$ cat src/rtl/rom_port_arbiter_if.sv
// Requester/ROM bundle for the two-port ROM read arbiter.
// master = requesters plus ROM model, slave = arbiter.
interface rom_port_arbiter_if #(
    parameter int ADDR_W = 8,
    parameter int DATA_W = 16
);
    logic              req0;
    logic [ADDR_W-1:0] addr0;
    logic              gnt0;
    logic              rvalid0;
    logic              req1;
    logic [ADDR_W-1:0] addr1;
    logic              gnt1;
    logic              rvalid1;
    logic [DATA_W-1:0] rdata;
    logic [ADDR_W-1:0] rom_addr;
    logic [DATA_W-1:0] rom_q;

    modport master (
        output req0, addr0, req1, addr1, rom_q,
        input  gnt0, rvalid0, gnt1, rvalid1, rdata, rom_addr
    );

    modport slave (
        input  req0, addr0, req1, addr1, rom_q,
        output gnt0, rvalid0, gnt1, rvalid1, rdata, rom_addr
    );
endinterface

$ cat src/rtl/rom_port_arbiter.sv
// Round-robin sharing of one ROM read port between two requesters,
// with a {valid, port} tag pipeline matching the ROM read latency.
module rom_port_arbiter #(
    parameter int ADDR_W  = 8,
    parameter int DATA_W  = 16,
    parameter int ROM_LAT = 1
) (
    input  logic                   clk,
    input  logic                   rst,
    rom_port_arbiter_if.slave      bus
);
    typedef struct packed {
        logic valid;
        logic port;
    } tag_t;

    logic              prio;
    logic              gnt0;
    logic              gnt1;
    logic              gnt_any;
    logic [ADDR_W-1:0] addr_mux;
    logic [ADDR_W-1:0] addr_q;

    // Ties go to 'prio'; reset forces both grants low.
    always_comb begin
        gnt0 = 1'b0;
        gnt1 = 1'b0;
        if (!rst) begin
            gnt0 = bus.req0 & (~bus.req1 | ~prio);
            gnt1 = bus.req1 & (~bus.req0 | prio);
        end
    end

    assign gnt_any = gnt0 | gnt1;

    always_comb begin
        addr_mux = addr_q;
        unique case (1'b1)
            gnt0:    addr_mux = bus.addr0;
            gnt1:    addr_mux = bus.addr1;
            default: addr_mux = addr_q;
        endcase
    end

    always_ff @(posedge clk or posedge rst) begin
        if (rst) begin
            prio   <= 1'b0;
            addr_q <= '0;
        end else begin
            addr_q <= addr_mux;
            if (gnt_any)
                prio <= ~gnt1;
        end
    end

    assign bus.gnt0     = gnt0;
    assign bus.gnt1     = gnt1;
    assign bus.rom_addr = addr_mux;
    assign bus.rdata    = bus.rom_q;

    generate
        if (ROM_LAT == 0) begin : g_comb
            assign bus.rvalid0 = gnt0;
            assign bus.rvalid1 = gnt1;
        end else begin : g_pipe
            tag_t tags [ROM_LAT];
            tag_t last;

            always_ff @(posedge clk or posedge rst) begin
                if (rst) begin
                    for (int i = 0; i < ROM_LAT; i++)
                        tags[i] <= '0;
                end else begin
                    tags[0] <= '{valid: gnt_any, port: gnt1};
                    for (int i = 1; i < ROM_LAT; i++)
                        tags[i] <= tags[i-1];
                end
            end

            assign last        = tags[ROM_LAT-1];
            assign bus.rvalid0 = last.valid & ~last.port;
            assign bus.rvalid1 = last.valid & last.port;
        end
    endgenerate
endmodule

$ cat src/flat_wrapper.sv
// flat-port wrapper written by rule: the top's interface ports become plain ports
module rom_port_arbiter_flat 
#(
    parameter int ADDR_W  = 8,
    parameter int DATA_W  = 16,
    parameter int ROM_LAT = 1
)
  (clk, rst, bus_req0, bus_addr0, bus_req1, bus_addr1, bus_rom_q, bus_gnt0, bus_rvalid0, bus_gnt1, bus_rvalid1, bus_rdata, bus_rom_addr);
  rom_port_arbiter_if #(.ADDR_W(ADDR_W), .DATA_W(DATA_W)) bus_i ();
  input  logic clk;
  input  logic rst;
  input wire logic [$bits(bus_i.req0)-1:0] bus_req0;
  input wire logic [$bits(bus_i.addr0)-1:0] bus_addr0;
  input wire logic [$bits(bus_i.req1)-1:0] bus_req1;
  input wire logic [$bits(bus_i.addr1)-1:0] bus_addr1;
  input wire logic [$bits(bus_i.rom_q)-1:0] bus_rom_q;
  output wire logic [$bits(bus_i.gnt0)-1:0] bus_gnt0;
  output wire logic [$bits(bus_i.rvalid0)-1:0] bus_rvalid0;
  output wire logic [$bits(bus_i.gnt1)-1:0] bus_gnt1;
  output wire logic [$bits(bus_i.rvalid1)-1:0] bus_rvalid1;
  output wire logic [$bits(bus_i.rdata)-1:0] bus_rdata;
  output wire logic [$bits(bus_i.rom_addr)-1:0] bus_rom_addr;
  assign bus_i.req0 = bus_req0;
  assign bus_i.addr0 = bus_addr0;
  assign bus_i.req1 = bus_req1;
  assign bus_i.addr1 = bus_addr1;
  assign bus_i.rom_q = bus_rom_q;
  assign bus_gnt0 = bus_i.gnt0;
  assign bus_rvalid0 = bus_i.rvalid0;
  assign bus_gnt1 = bus_i.gnt1;
  assign bus_rvalid1 = bus_i.rvalid1;
  assign bus_rdata = bus_i.rdata;
  assign bus_rom_addr = bus_i.rom_addr;
  rom_port_arbiter #(.ADDR_W(ADDR_W), .DATA_W(DATA_W), .ROM_LAT(ROM_LAT)) u_core (.clk(clk), .rst(rst), .bus(bus_i));
endmodule
$ cat config.mk
export PLATFORM = sky130hd
export DESIGN_NAME = rom_port_arbiter_flat
export DESIGN_NICKNAME = d
export VERILOG_FILES = /design/src/rtl/rom_port_arbiter_if.sv /design/src/rtl/rom_port_arbiter.sv /design/src/flat_wrapper.sv
export SDC_FILE = /design/constraint.sdc
export NUM_CORES = 1
export LEC_CHECK = 0
export CAP_MARGIN = 10
export CORE_MARGIN = 2
export CORE_UTILIZATION = 31
export CTS_BUF_LIST = sky130_fd_sc_hd__clkbuf_8
export CTS_CLUSTER_DIAMETER = 50
export DETAILED_ROUTE_END_ITERATION = 12
export PLACE_DENSITY = 0.95
export SETUP_SLACK_MARGIN = 0.05
export SLEW_MARGIN = 5
export SYNTH_ARGS = -nofsm -noshare
export SYNTH_HDL_FRONTEND = slang
export SYNTH_SLANG_ARGS = --single-unit
$ cat constraint.sdc
create_clock -name clk -period 2.3 [get_ports clk]
set_input_delay 0.46 -clock clk [delete_from_list [all_inputs] [get_ports clk]]
set_output_delay 0.46 -clock clk [all_outputs]
set_load 0.02 [all_outputs]
### After elaboration in Yosys (flattened, before gate mapping)

Index checks and enable logic that the tools add are counted.

| cells by class | value |
|---|---|
| mux-type cells | 3 |
| bitwise gates (word level) | 12 |

Operators by type and width:

| operator | number |
|---|---|
| $pmux 8 s2 | 1 |
| $not 1->1 | 5 |
| $and 1x1->1 | 4 |
| $or 1x1->1 | 3 |
| $mux 1 | 2 |

| storage, ports and cells | value |
|---|---|
| logic and storage cells | 19 |
| output and inout bits | 28 |
| register bits | 11 |
| input port bits | 36 |

### Longest topological paths before layout

| logic depth | value |
|---|---|
| depth in word-level cells | 5 |
| mapped depth | 4 |

### Least setup slack after synthesis

No wires, ideal clock.

| timing path | value |
|---|---|
| path type | input-to-output |
| start point | input port rst |
| end point | output port bus_rom_addr[0] |
| setup slack | 0.404 ns |
| cell stages on the path | 4 |
| required time | 1.840 ns |
| data arrival time | 1.436 ns |
| path buffers | 1 |
| path through | inv_1 > o211a_1 > buf_2 > a221o_1 |

| on the way | value |
|---|---|
| cells in the longest elaborated chain, start to end | 2 |

Ends and longest elaborated chain:

| what | line | text |
|---|---|---|
| start: declaration | flat_wrapper.sv:11 | `input logic rst;` |
| $mux 1 | rom_port_arbiter.sv:28 | `if (!rst) begin` |
| named net bus_gnt1 | flat_wrapper.sv:19 | `output wire logic [$bits(bus_i.gnt1)-1:0] bus_gnt1;` |
| $pmux 8 s2 | rom_port_arbiter.sv:38 | `unique case (1'b1)` |
| end: declaration | flat_wrapper.sv:22 | `output wire logic [$bits(bus_i.rom_addr)-1:0] bus_rom_addr;` |

The timed path passes the listed nets, and every way through them passes these cells.

### Worst setup path in the final report

| timing path | value |
|---|---|
| start point | input port rst |
| end point | output port bus_rom_addr[6] |

| on the way | value |
|---|---|
| cells in the longest elaborated chain, start to end | 2 |

Ends and longest elaborated chain:

| what | line |
|---|---|
| $mux 1 | rom_port_arbiter.sv:28 |
| $pmux 8 s2 * | rom_port_arbiter.sv:38 |

Mark *: on every way between the ends. The rest lies on a longest branch, timed or not.

==> results.json <==
{
  "status": "complete, no violations",
  "wl_met3_um": 144,
  "nNetsFinal": 118,
  "ir_drop_v": 0.000442,
  "min_path_type": "input pin to asynchronous set/reset pin",
  "yosysMostFrequentCell": "buf_4",
  "ant_nets": 0,
  "drt-initial-drc-count": 4,
  "critical_path_class": "input pin to output pin",
  "p_leak_nw": 0.443,
  "slew_headroom_pct": 86.0,
  "core_area_mm2": 0.00176,
  "wl_met2_um": 671,
  "routed_via_density": 4.53,
  "syn2layout_area_growth_pct": 48.9,
  "syn_area_per_cell_um2": 11.3,
  "start_util_pct": 34.0,
  "synth_cell_types": 12,
  "ios": 64,
  "dpl.hpwl_um": 1070,
  "gr-total-overflow": 0,
  "die_area_mm2": 0.00230,
  "die_y_um": 48.0,
  "placedCellCount": 102,
  "synth_edf_count": 0,
  "finish.utilization_pct": 50.6,
  "fp.dieW_um": 48.0,
  "drc_errors": 0,
  "grt_max_degree": 12,
  "fill_cells": 184,
  "wl_met1_um": 540,
  "cp_common_cell": "buf_4",
  "place_congestion": 0.747,
  "root_buffer": "clkbuf_8",
  "yosysWarnings": 0,
  "fin_cells": 106,
  "tightestPinTransition_ns": 0.210,
  "syn_nets": 89,
  "grt_setup_unrepaired": "false",
  "yosys-top-cells-area": "dfrtp_1 (46%), buf_4 (20%), a221o_1 (13%)",
  "grt_pass1_vias": 514,
  "fmax_mhz": 472,
  "max-clock-path-buffers": 2,
  "antenna_found_initial": 0,
  "finalSetupViolations": 0,
  "wire_per_inst_um": 12.8,
  "multiInputGateArea_um2": 188,
  "path_clk_slew_ns": 0.05,
  "final-hold-violation-count": 0,
  "arrival_ns": 1.66,
  "clk_latency_ns": 0.23,
  "num_vias": 480,
  "p_per_area_mw_per_mm2": 657,
  "power_uw": 586,
  "synthFlopType": "dfrtp_1",
  "cp-start-kind": "input pin",
  "crit_buf_inv": 3,
  "cp-end-kind": "output pin",
  "ys_ff_latch": 11,
  "crit_chain": "dlygate4sd2_1, o21bai_1, buf_4, and2_1, a221o_1, buf_4",
  "fin_worst_skew_ns": 0.00136,
  "crit_family": "buffers and inverters",
  "cts_sinks": 11,
  "fin_crit_sh_pct": 92.1,
  "ctsHoldBuffers": 0,
  "port_buffers": 31,
  "dr.pass1.iters": 4,
  "row_count": 15,
  "synthCells": 53,
  "cts.htree.levels": 1,
  "synthTopCellsByCount": "buf_4 (16), dfrtp_1 (11), and2_1 (9), a221o_1 (8), inv_1 (2)",
  "routed_wl_um": 1360,
  "post-route-min-period_ns": 2.12,
  "top_layer": "met3",
  "grt.total_usage_pct": 13.4,
  "grt_pass1_wl_um": 2060,
  "synth_top_area_cell": "dfrtp_1",
  "antennaDiodeCount": 0,
  "holdWs_ns": 0.399,
  "cap_violations": 0,
  "synthArstFlopShare_pct": 100,
  "path_max_fanout": 10,
  "regArea_um2": 275,
  "crit_path_max_incr_delay_ns": 0.28,
  "syn_area_um2": 599,
  "synth_top_area_share_pct": 45.9,
  "cp_slowest_cell": "a221o_1",
  "synth.yosys.seq_area_share_pct": 45.9,
  "slew_violations": 0,
  "cp.required_ns": 1.84,
  "cts_tree": "yes",
  "cts_made_buffers": 3,
  "drive_gt1_share_pct": 28.4
}
==> what timing repair did <==
item | 4_1_cts | 5_1_grt
resized for setup | 38 | 0
buffers inserted | 0 | 0
endpoints found under the hold margin | 0 | 0
endpoints found under the setup margin | 10 | 0
==> worst min-delay path, stage by stage <==
cell,delay (ns)
dlygate4sd2_1,0.26
inv_1,0.07
buf_4,0.19
==> flip-flops by register name, summed over array words and instances, names as in the netlist <==
name and flops:
u_core.prio 1, u_core.g_pipe.last 2, u_core.addr_q 8
==> per-stage QoR <==
step	area, µm²	worst slack [ns]	setup TNS [ns]
after floorplan	599	0.404	0
after global placement	891	-0.399	-3.48
after detailed placement	891	-0.443	-3.84
after CTS	892	0.165	0
after global routing	892	0.122	0
final	892	0.181	0
==> cells in the final DEF, fill, tap and decap left out <==
cell type	Yosys	routed
clkbuf_8	0	3
clkdlybuf4s50_1	0	18
a21o_1	1	1
o21bai_1	1	1
a221o_1	8	8
a211oi_4	1	1
nor2b_1	1	1
o211a_1	1	1
inv_1	2	3
buf_4	16	11
and2_1	9	9
dfrtp_1	11	11
dlygate4sd2_1	0	5
inv_2	1	1
buf_2	1	7
==> final timing paths <==
path                              from  slack (ns)  cells after the start               endpoint
max                                rst        0.18                      6        bus_rom_addr[6]
min                                rst        0.40                      3  u_core.g_pipe.last[1]
max reg2reg                u_core.prio        0.95                      4       u_core.addr_q[1]
min reg2reg                u_core.prio        0.56                      1            u_core.prio
max in group asynchronous          rst        1.76                      3       u_core.addr_q[0]
min in group clk           u_core.prio        0.56                      1            u_core.prio
==> layer usage <==
layer	GRT usage, %	vias up
met5	0	-
met2	24.0	32
li1	-	225
met3	5.66	0
met1	13.3	223
met4	5.95	0
==> report_power, final <==
group	total [mW]	internal [mW]	switching (mW)
sequential	0.227	0.219	0.00800
combinational	0.176	0.0929	0.0834
clock	0.182	0.117	0.0657
==> logic make-up (layout without fill, tap and decap cells) <==
logic type	after synthesis	count (layout)	synth area share, %
buffers and inverters	20	48	22.8
DFF	11	11	45.9
and+or+nand+nor	10	10	10.4
AOI/OAI and AO/OA	12	12	20.9
==> cell type report <==
class | count | share of cell area, %
clock inverter | 1 | 0.421
multi-input combinational | 22 | 21.0
inverter | 3 | 1.26
sequential | 11 | 30.9
clock buffer | 3 | 4.63
timing repair buffer | 41 | 38.3
tap | 25 | 3.51
(Power assumes the default switching activity.)
